`config.mk`:
```
export PLATFORM = sky130hd
export DESIGN_NAME = fetch_unit
export DESIGN_NICKNAME = d
export VERILOG_FILES = /design/src/rtl/fetch_unit.sv
export SDC_FILE = /design/constraint.sdc
export NUM_CORES = 1
export LEC_CHECK = 0
export CORE_MARGIN = 2
export CORE_UTILIZATION = 54
export DETAILED_ROUTE_END_ITERATION = 8
export PLACE_DENSITY_LB_ADDON = 0.1
export SLEW_MARGIN = 20
export SYNTH_ARGS = -nofsm -noshare
export SYNTH_HDL_FRONTEND = slang
export SYNTH_SLANG_ARGS = --single-unit
```
`constraint.sdc`:
```
create_clock -name clk -period 3.4 [get_ports clk]
set_clock_uncertainty 0.1 [all_clocks]
set_input_delay 0.68 -clock clk [delete_from_list [all_inputs] [get_ports clk]]
set_output_delay 0.68 -clock clk [all_outputs]
set_load 0.005 [all_outputs]
```
`src/rtl/fetch_unit.sv`:
```
// Instruction-fetch front end: owns the PC, issues 1-cycle imem reads, buffers
// responses in a small FIFO and stops fetching after a control-flow handoff.
module fetch_unit #(
  parameter int imem_addr_width_p = 10,
  parameter int instr_width_p     = 16,
  parameter int fifo_depth_p      = 4
) (
  input  logic                               clk,
  input  logic                               reset,
  input  logic                               start_v_i,
  input  logic [imem_addr_width_p-1:0]       start_pc_i,
  input  logic                               imem_busy_i,
  output logic                               imem_v_o,
  output logic [imem_addr_width_p-1:0]       imem_addr_o,
  input  logic [instr_width_p-1:0]           imem_data_i,
  output logic                               instr_v_o,
  output logic [instr_width_p-1:0]           instr_o,
  output logic [imem_addr_width_p-1:0]       instr_pc_o,
  input  logic                               instr_ready_i,
  input  logic                               instr_is_cf_i,
  input  logic                               resolve_v_i,
  input  logic                               redirect_v_i,
  input  logic [imem_addr_width_p-1:0]       redirect_pc_i,
  output logic [1:0]                         state_o,
  output logic                               err_o,
  output logic [$clog2(fifo_depth_p):0]      count_o
);

  localparam int AW   = imem_addr_width_p;
  localparam int IW   = instr_width_p;
  localparam int PtrW = $clog2(fifo_depth_p);
  localparam int CntW = PtrW + 1;
  localparam int OccW = CntW + 1;

  typedef enum logic [1:0] {IDLE = 2'd0, RUN = 2'd1, WAIT_CF = 2'd2} state_e;

  state_e            state_q, state_d;
  logic [AW-1:0]     pc_q, pc_d;
  logic [AW-1:0]     resume_pc_q, resume_pc_d;
  logic [AW-1:0]     issue_pc_q;
  logic              inflight_q;
  logic              err_q, err_d;
  logic [IW-1:0]     instr_mem_q [fifo_depth_p];
  logic [AW-1:0]     pc_mem_q    [fifo_depth_p];
  logic [PtrW-1:0]   wr_ptr_q, rd_ptr_q;
  logic [CntW-1:0]   count_q;

  logic              head_v, pop, push, cf_hs;
  logic [OccW-1:0]   occ;
  logic [AW-1:0]     head_pc;

  assign head_v  = (count_q != '0);
  assign head_pc = pc_mem_q[rd_ptr_q];
  assign pop     = head_v & instr_ready_i;
  assign cf_hs   = (state_q == RUN) & pop & instr_is_cf_i;
  // A control-flow handoff drops whatever response is arriving this cycle.
  assign push    = inflight_q & ~cf_hs;
  assign occ     = {1'b0, count_q} + OccW'(inflight_q);

  always_ff @(posedge clk) begin
    if (reset) state_q <= IDLE;
    else       state_q <= state_d;
  end

  always_comb begin
    state_d = state_q;
    unique case (state_q)
      IDLE:    if (start_v_i)   state_d = RUN;
      RUN:     if (cf_hs)       state_d = WAIT_CF;
      WAIT_CF: if (resolve_v_i) state_d = RUN;
      default:                  state_d = IDLE;
    endcase
  end

  always_comb begin
    imem_v_o = (state_q == RUN) & ~imem_busy_i & (occ < OccW'(fifo_depth_p)) & ~cf_hs;
  end

  always_comb begin
    pc_d        = pc_q;
    resume_pc_d = resume_pc_q;
    err_d       = err_q | (start_v_i & (state_q != IDLE));
    if ((state_q == IDLE) && start_v_i)
      pc_d = start_pc_i;
    else if ((state_q == WAIT_CF) && resolve_v_i)
      pc_d = redirect_v_i ? redirect_pc_i : resume_pc_q;
    else if (imem_v_o)
      pc_d = pc_q + AW'(1);
    if (cf_hs)
      resume_pc_d = head_pc + AW'(1);
  end

  always_ff @(posedge clk) begin
    if (reset) begin
      pc_q       <= '0;
      inflight_q <= 1'b0;
      err_q      <= 1'b0;
    end else begin
      pc_q       <= pc_d;
      inflight_q <= imem_v_o;
      err_q      <= err_d;
    end
  end

  always_ff @(posedge clk) begin
    resume_pc_q <= resume_pc_d;
    if (imem_v_o) issue_pc_q <= pc_q;
  end

  // FIFO control; a flush resets both pointers so the buffer restarts empty.
  always_ff @(posedge clk) begin
    if (reset || cf_hs) begin
      wr_ptr_q <= '0;
      rd_ptr_q <= '0;
      count_q  <= '0;
    end else begin
      if (push) wr_ptr_q <= wr_ptr_q + PtrW'(1);
      if (pop)  rd_ptr_q <= rd_ptr_q + PtrW'(1);
      unique case ({push, pop})
        2'b10:   count_q <= count_q + CntW'(1);
        2'b01:   count_q <= count_q - CntW'(1);
        default: count_q <= count_q;
      endcase
    end
  end

  always_ff @(posedge clk) begin
    if (push && !reset) begin
      instr_mem_q[wr_ptr_q] <= imem_data_i;
      pc_mem_q[wr_ptr_q]    <= issue_pc_q;
    end
  end

  always_ff @(posedge clk) begin
    if (!reset) assert (!(push && !pop && (count_q == CntW'(fifo_depth_p))));
  end

  assign imem_addr_o = pc_q;
  assign instr_v_o   = head_v;
  assign instr_o     = head_v ? instr_mem_q[rd_ptr_q] : '0;
  assign instr_pc_o  = head_v ? head_pc : '0;
  assign state_o     = state_q;
  assign err_o       = err_q;
  assign count_o     = count_q;

endmodule
```
=== Word-level counts from Yosys, hierarchy flattened ===
Memory sizes are Yosys's and may differ from the RTL's. A register that Yosys moved wholly into a read port is not among the register bits.
Index checks and enable logic that the tools add are counted.

* Flip-flop bits (word level): 41
* Bits of input ports: 44
* Bits in writable memories: 104
* Logic and storage cells: 65
* Memories kept: 2
* Output and inout port bits: 44

{| class="wikitable"
|+ Memory list
! name !! depth !! width !! read ports !! clocked after memory_dff !! write ports !! RTL line !! RTL
|-
| instr_mem_q || 4 || 16 || 1 || 1 || 1 || 43 || <nowiki>logic [IW-1:0] instr_mem_q [fifo_depth_p];</nowiki>
|-
| pc_mem_q || 4 || 10 || 1 || 1 || 1 || 44 || <nowiki>logic [AW-1:0] pc_mem_q [fifo_depth_p];</nowiki>
|}

* Reduce and logical (&&, ||, !) cells: 11
* $lt $le $gt $ge: 1
* Mux-type cells: 17
* Bitwise operators: 11
* $add $sub $neg: 7
* Eq/ne operators: 7

{| class="wikitable"
|+ Operator list
! cell !! number
|-
| $mux W10 || 5
|-
| $add A10 B1 Y10 const B || 2
|-
| $mux W16 || 1
|-
| $mux W2 || 7
|-
| $and A1 B1 Y1 || 8
|-
| $ne A2 B2 Y1 const B || 3
|-
| $pmux W2 S3 || 1
|-
| $pmux W3 S2 || 1
|-
| $reduce_bool A3 Y1 || 2
|-
| $add A2 B1 Y2 const B || 2
|-
| $add A3 B1 Y4 || 1
|-
| $eq A2 B1 Y1 const B || 2
|-
| $eq A2 B2 Y1 const B || 2
|-
| $lt A4 B3 Y1 const B || 1
|-
| $reduce_bool A2 Y1 || 2
|-
| $add A3 B1 Y3 const B || 1
|-
| $logic_and A1 B1 Y1 || 3
|-
| $reduce_and A3 Y1 || 1
|-
| $sub A3 B1 Y3 const B || 1
|-
| $logic_not A2 Y1 || 1
|-
| $mux W1 || 2
|-
| $not A1 Y1 || 2
|-
| $logic_not A1 Y1 || 1
|-
| $logic_or A1 B1 Y1 || 1
|-
| $or A1 B1 Y1 || 1
|}

=== Depth between registers and ports, before layout ===
Gate-level depths: netlist of the first run.

* Depth after elaboration: 9
* Depth in mapped cells: 12
* Gate-level depth less buffers: 11

=== Worst setup path after synthesis of the first run ===
Ideal clock, no wire load.

* Path kind: flip-flop to flip-flop
* Start point: register count_q[2] (netlist: count_o[2])
* End point: memory instr_mem_q[1][0] (netlist bit) (enable)
* Cell stages (with the launch flop): 8
* Path slack: 0.859 ns
* Arrival: 2.056 ns
* Clock period less this slack: 2.541 ns
* Path buffers: 1
* Data required time: 2.915 ns
* Library setup time: 0.385 ns
* Path through: dfxtp_1 or3_1 and2_1 buf_2 nand3_2 inv_2 nor2_1 and3_1

* Longest elaborated chain between the ends: 9

{| class="wikitable"
|+ RTL lines
! element !! RTL line !! RTL
|-
| from (decl) || 46 || <nowiki>logic [CntW-1:0] count_q;</nowiki>
|-
| from (signal assigned) || 120 || <nowiki>2'b10: count_q <= count_q + CntW'(1);</nowiki>
|-
| from (signal assigned) || 121 || <nowiki>2'b01: count_q <= count_q - CntW'(1);</nowiki>
|-
| from (signal assigned) || 122 || <nowiki>default: count_q <= count_q;</nowiki>
|-
| $reduce_bool A3 Y1 || 52 || <nowiki>assign head_v = (count_q != '0);</nowiki>
|-
| $and A1 B1 Y1 || 54 || <nowiki>assign pop = head_v & instr_ready_i;</nowiki>
|-
| named net pop || 48 || <nowiki>logic head_v, pop, push, cf_hs;</nowiki>
|-
| $and A1 B1 Y1 (2 in a row) || 55 || <nowiki>assign cf_hs = (state_q == RUN) & pop & instr_is_cf_i;</nowiki>
|-
| named net cf_hs || 48 ||
|-
| $not A1 Y1 || 57 || <nowiki>assign push = inflight_q & ~cf_hs;</nowiki>
|-
| $and A1 B1 Y1 || 57 ||
|-
| $logic_and A1 B1 Y1 || 128 || <nowiki>if (push && !reset) begin</nowiki>
|-
| $mux W1 || 128 ||
|-
| $mux W1 (implied by the code) || 129 || <nowiki>instr_mem_q[wr_ptr_q] <= imem_data_i;</nowiki>
|-
| to (decl) || 43 ||
|}

The timed path passes the listed nets, and every way through them passes these cells.

==> metrics.txt, run 1 <==
flip-flop and latch count after synthesis=around 150; setup TNS=0 ps; Worst Path Class, Setup=flip-flop to primary output; maximum level of the CTS H-tree=4; Routability Congestion=0.775; status=completed; relative slew slack=52.8%; Pleak=approximately 2.6 nW; final number of setup-violating endpoints=0; DRC violations left=0; Main synth FF type=edfxtp_1; antenna cells=0; core area=10,900 um2; CTS tree=done; dpl cells=604; post-route insts no fill=635; CTS buffer count=17; Hold Crit Class=flip-flop to flip-flop; num rows=38; worst skew pair latency=roughly 410 ps; unrepaired setup endpoints after global routing=no; fill count=786; Internal=about 3.5 mW; Worst-path clk slew=50 ps; CTS sink cnt=147; Cell Pwr Density=586 nW/um2; Max VDD drop=336 uV; Antenna Nets Post-Route=0; Area Overhead vs Synth=26.3%; routed via count=3,577; Distinct cells, synth=slightly above 40; total track usage=22.4%; final setup margin=between 200 and 250 ps; Comb power frac=15.2%; Synth warnings=0; final hold slack=374 ps; Synth Cell Area=6100 um2; worst path required time=2620 ps; Placement Setup Slack=463 ps; minimum clock period=3200 ps; setup bufs post-CTS=0; synthesized instance count=383; nets=535; Die Span X=110 um; startpoint types=flip-flop; switching share of power=a little under a quarter; Critical Path AT=around 2400 ps; I/O pin count=88; DR iter-0 viols=between 300 and 400; drt pass-1 iters=5; number of antenna violations at the first check in global routing=0; sequential area share after synthesis=roughly two thirds; Final Hold Violating Endpoints=0; period utilisation layout=94.0%; CP Max Fanout=13; first-pass GRT wire length=19,600 um; Post-Syn Area per Cell=around 16 um2; overall die height=approximately 110 um; EDFF count, synth=124; max-cap violations=0; asr flop ratio synth=0%; layout cells sized above 1=14.7%; total chip power=about 4.5 mW; wire per inst=19.7 um; Switching Power=1.03 mW; worst-case clock buffer depth=2; IO buf count=87; clock root buffer master=clkbuf_16; Flop pwr share=46.3%; largest net degree at the start of global routing=29; GRT overflow=0; Avg Vias per Cell=5.63; Syn Nets=435; Clk pwr share=between 30 and 40%; CP endpoint kind=primary output; fmax=313 MHz; Worst Tran Pin Value=between 700 and 800 ps; Initial Util=55.8%; Slew Limit Fails=0; final wirelength=12,500 um; Post-DP HPWL=around 8000 um; die area=12,200 um2; vias in the first global route=3,742
==> through the flow <==
step	cell area [um2]	util, %
after floorplan	6100	-
after global placement	7160	65.4
after detailed placement	7160	65.4
after CTS	7710	70.5
after global routing	7710	70.5
final	7710	70.5
==> registers in the layout, summed over array words and instances, names as in the netlist, named ones only <==
register and count:
count_o 3, pc_mem_q 40, inflight_q 1, err_o 1
state_o 2, wr_ptr_q 2, imem_addr_o 10, instr_mem_q 64
issue_pc_q 10, resume_pc_q 10, rd_ptr_q 2
==> placed cells by master, fill, tap and decap left out, types with 6 or more instances in the layout <==
cell and instances:
and3_1 6, nor2_1 30, nand2_1 13, xnor2_1 15, a21oi_1 13, a211oi_1 13, mux2i_1 7, edfxtp_1 124
buf_4 13, and2_1 28, clkbuf_16 17, clkdlybuf4s50_1 87, mux4_2 25, ha_1 7, nand3_1 7, xor2_1 7
inv_1 9, dfxtp_1 22
==> cell usage after synthesis (2+ instances only) <==
cell type	instances	share of area, %
clkbuf_1	8	0.49
ha_1	7	1.4
mux4_2	25	9.2
a21oi_1	13	1.1
and3_1	6	0.61
buf_2	6	0.49
buf_1	2	0.12
nand3_1	7	0.57
and2_2	2	0.25
a311oi_1	5	0.72
and2_1	28	2.9
o21ai_0	5	0.41
nand4_1	5	0.51
mux2i_1	7	1.1
xor2_1	7	1.0
edfxtp_1	124	61
a211oi_1	13	1.6
nand3_2	2	0.33
nand2_1	13	0.80
nor2b_1	4	0.41
nor2_1	30	1.8
dfxtp_1	23	7.5
xnor2_1	15	2.2
inv_1	9	0.55
==> repair_timing <==
item                                    in CTS  in global routing
resized for setup                            0                  1
hold buffers                                 0                  0
endpoints found under the setup margin       0                  4
==> cells by family after synthesis <==
group	Yosys count	share of synthesized area (%)
DFF	147	68.5
and+or+nand+nor	105	9.28
AOI/OAI and AO/OA	39	4.30
muxes	33	10.8
buffers and inverters	29	2.15
xor gates and xnor gates	22	3.16
adders and majority gates	8	1.76
==> final timing paths <==
kind | from | endpoint | slack [ps] | depth (start not counted)
worst max-delay path | flip-flop | instr_o[0] | 200 | 4
worst max register to register | count_o[0]$_SDFFE_PP0P_ | instr_mem_q[1][0]$_DFFE_PP_ | 930 | 7
worst min register to register | err_o$_SDFF_PP0_ | err_o$_SDFF_PP0_ | 370 | 2
worst min-delay path | err_o$_SDFF_PP0_ | err_o$_SDFF_PP0_ | 370 | 2
==> cell type report <==
class / instances / area [um2] / share of cell area [%]
Clock buffer: 20 / 437 / 5.66
Clock inverter: 11 / 114 / 1.48
Inverter: 10 / 37.5 / 0.487
Multi-Input combinational cell: 207 / 1790 / 23.2
Sequential cell: 147 / 4190 / 54.3
Tap cell: 140 / 175 / 2.27
Timing Repair Buffer: 100 / 968 / 12.6
==> routing by layer <==
metal	share of wire, %	wire (um)	vias to the layer above	GRT usage, %
li1	-	-	1656	-
met1	42	5290	1822	29.7
met2	53	6560	90	37.0
met3	4.3	537	9	4.82
met4	0.83	104	0	7.59
met5	0	0	-	0
==> power groups by stage <==
stage / registers, mW / clock network [mW] / logic, mW
floorplan: 2.09 / 0 / 0.375
global placement: 2.13 / 0 / 0.675
detailed placement: 2.13 / 0 / 0.691
CTS: 2.09 / 1.77 / 0.696
global route: 2.10 / 1.86 / 0.754
finish: 2.09 / 1.74 / 0.684
==> critical path, stage by stage (launching register included) <==
cell and delay (ps):
dfxtp_1 750, buf_4 320, mux4_2 310, and2_1 180
clkdlybuf4s50_1 440
Power figures use the tool's default switching activity.
==> run 2: changes to the inputs <==
--- a/config.mk
+++ b/config.mk
@@ -6,9 +6,10 @@
 export NUM_CORES = 1
 export LEC_CHECK = 0
 export CORE_MARGIN = 2
-export CORE_UTILIZATION = 54
+export CORE_UTILIZATION = 30
 export DETAILED_ROUTE_END_ITERATION = 8
 export PLACE_DENSITY_LB_ADDON = 0.1
+export RECOVER_POWER = 50
 export SLEW_MARGIN = 20
 export SYNTH_ARGS = -nofsm -noshare
 export SYNTH_HDL_FRONTEND = slang
==> run 2 against run 1 <==
Net effect: core utilization down 31 points; sequential cell count is the same; combinational power is 1% higher; register-to-register slack worse by 420 ps; total power grew 6.2%; sequential power about the same.
==> metrics.txt, run 2 (same netlist as run 1, synthesis figures left out) <==
status=completed; final setup margin=167 ps; relative slew slack=between 40% and 50%; first-pass GRT wire length=approximately 22,000 um; Internal=approximately 3.7 mW; largest net degree at the start of global routing=29; CP Max Fanout=12; overall die height=147 um; minimum clock period=~3200 ps; Hold Crit Start=err_o$_SDFF_PP0_; period utilisation layout=95.1%; Post-DP HPWL=9010 um; M1 wire length=around 6400 um; fill count=~1,900; startpoint types=flip-flop; Max VDD drop=342 uV; nets=530; vias in the first global route=3,656; FF-to-FF End=instr_mem_q[1][8]$_DFFE_PP_; max-cap violations=0; Routability Congestion=0.735; Biggest register=instr_mem_q; max FFs per register=64; CTS buffer count=17; worst path required time=2620 ps; Final Hold Violating Endpoints=0; Cell Pwr Density=606 nW/um2; setup bufs post-CTS=0; Slew Limit Fails=0; Worst-path clk slew=60 ps; Worst Path Class, Setup=flip-flop to primary output; CTS tree=done; worst-case clock buffer depth=2; total chip power=4.80 mW; Hold Path Sink=err_o$_SDFF_PP0_; worst skew pair latency=420 ps; core area=slightly above 20,000 um2; DP Area=7300 um2; CTS sink cnt=147; number of antenna violations at the first check in global routing=0; DRC violations left=0; layout cells sized above 1=between 10 and 15%; Antenna Nets Post-Route=0; final number of setup-violating endpoints=0; wire per inst=18.3 um; fmax=309 MHz; most frequent cells in the layout=edfxtp_1, clkdlybuf4s50_1, nor2_1; Comb power frac=~14%; CTS Hold Buffers Added=0; Area Overhead vs Synth=29.7%; highest routing layer actually used=met4; Avg Vias per Cell=4.61; largest registers=instr_mem_q x64, pc_mem_q x40; total track usage=between 10% and 20%; Flop pwr share=43.6%; post-CTS sizing=0; GRT overflow=0; setup TNS=0 ps; IO buf count=87; clock root buffer master=clkbuf_16; reg-to-reg setup timing slack=510 ps; routed via count=around 3,500; I/O pin count=88; Clk pwr share=42.0%; met2 routed WL=6850 um; commonest non-fill, non-tap cell in the layout=edfxtp_1; launch point of the worst reg-to-reg path=count_o[0]$_SDFFE_PP0P_; drt pass-1 iters=4; Hold Crit Class=flip-flop to flip-flop; num rows=52; cells on worst reg2reg path=6; Worst Tran Pin Value=785 ps; Die Span X=147 um; final hold slack=between 300 and 400 ps; CP endpoint kind=primary output; DR iter-0 viols=about 180; maximum level of the CTS H-tree=4; Placement Setup Slack=roughly 270 ps; design area=7920 um2; switching share of power=22.8%; worst hold path depth=2; Met3 Routed Length=478 um; Initial Util=a little under a third; antenna cells=0; die area=approximately 22,000 um2; Critical Path AT=between 2000 and 2500 ps; final wirelength=13,900 um; Switching Power=between 1 and 1.5 mW; unrepaired setup endpoints after global routing=no; Pleak=roughly 2.6 nW
-- run 2: worst max-delay path by stage --
stage,from,cells after the start,endpoint,slack [ps]
6_report,flip-flop,3,instr_pc_o[6],170
5_1_grt,flip-flop,3,instr_pc_o[6],30
4_1_cts,flip-flop,3,instr_pc_o[6],100
3_5_place_dp,instr_is_cf_i,5,imem_v_o,270
3_3_place_gp,instr_is_cf_i,5,imem_v_o,270
2_1_floorplan,count_o[2]$_SDFFE_PP0P_,7,instr_mem_q[1][0]$_DFFE_PP_,860
-- run 2: per-stage QoR --
stage / util (%) / cells
2_1_floorplan: - / 383
3_3_place_gp: 36.3 / 729
3_5_place_dp: 36.3 / 729
4_1_cts: 39.5 / 760
5_1_grt: 39.4 / 760
6_report: 39.4 / 760
-- run 2: critical path, stage by stage (launching register included) --
cell and delay, ps:
dfxtp_2 620, mux4_1 750, and2_1 210, clkdlybuf4s50_1 440
-- run 2: power by group through the flow --
stage	clock [mW]	combinational (mW)	sequential, mW
after global routing	2.13	0.759	2.10
after global placement	0	0.710	2.13
after detailed placement	0	0.719	2.13
after floorplan	0	0.375	2.09
after CTS	2.06	0.723	2.09
final	2.01	0.691	2.09
-- run 2: layout make-up --
class | instances | area, um2 | share of cell area (%)
inverters | 10 | 37.5 | 0.474
well taps | 270 | 338 | 4.27
flip-flops and latches | 147 | 4190 | 52.9
multi-input cells | 207 | 1780 | 22.5
clock inverters | 14 | 211 | 2.67
repair buffers | 95 | 936 | 11.8
clock buffers | 17 | 425 | 5.37
-- run 2: per-layer routing --
layer / track usage (%) / vias to the layer above
li1: - / 1656
met1: 17.5 / 1778
met2: 22.3 / 63
met3: 2.91 / 8
met4: 5.24 / 0
met5: 0 / -
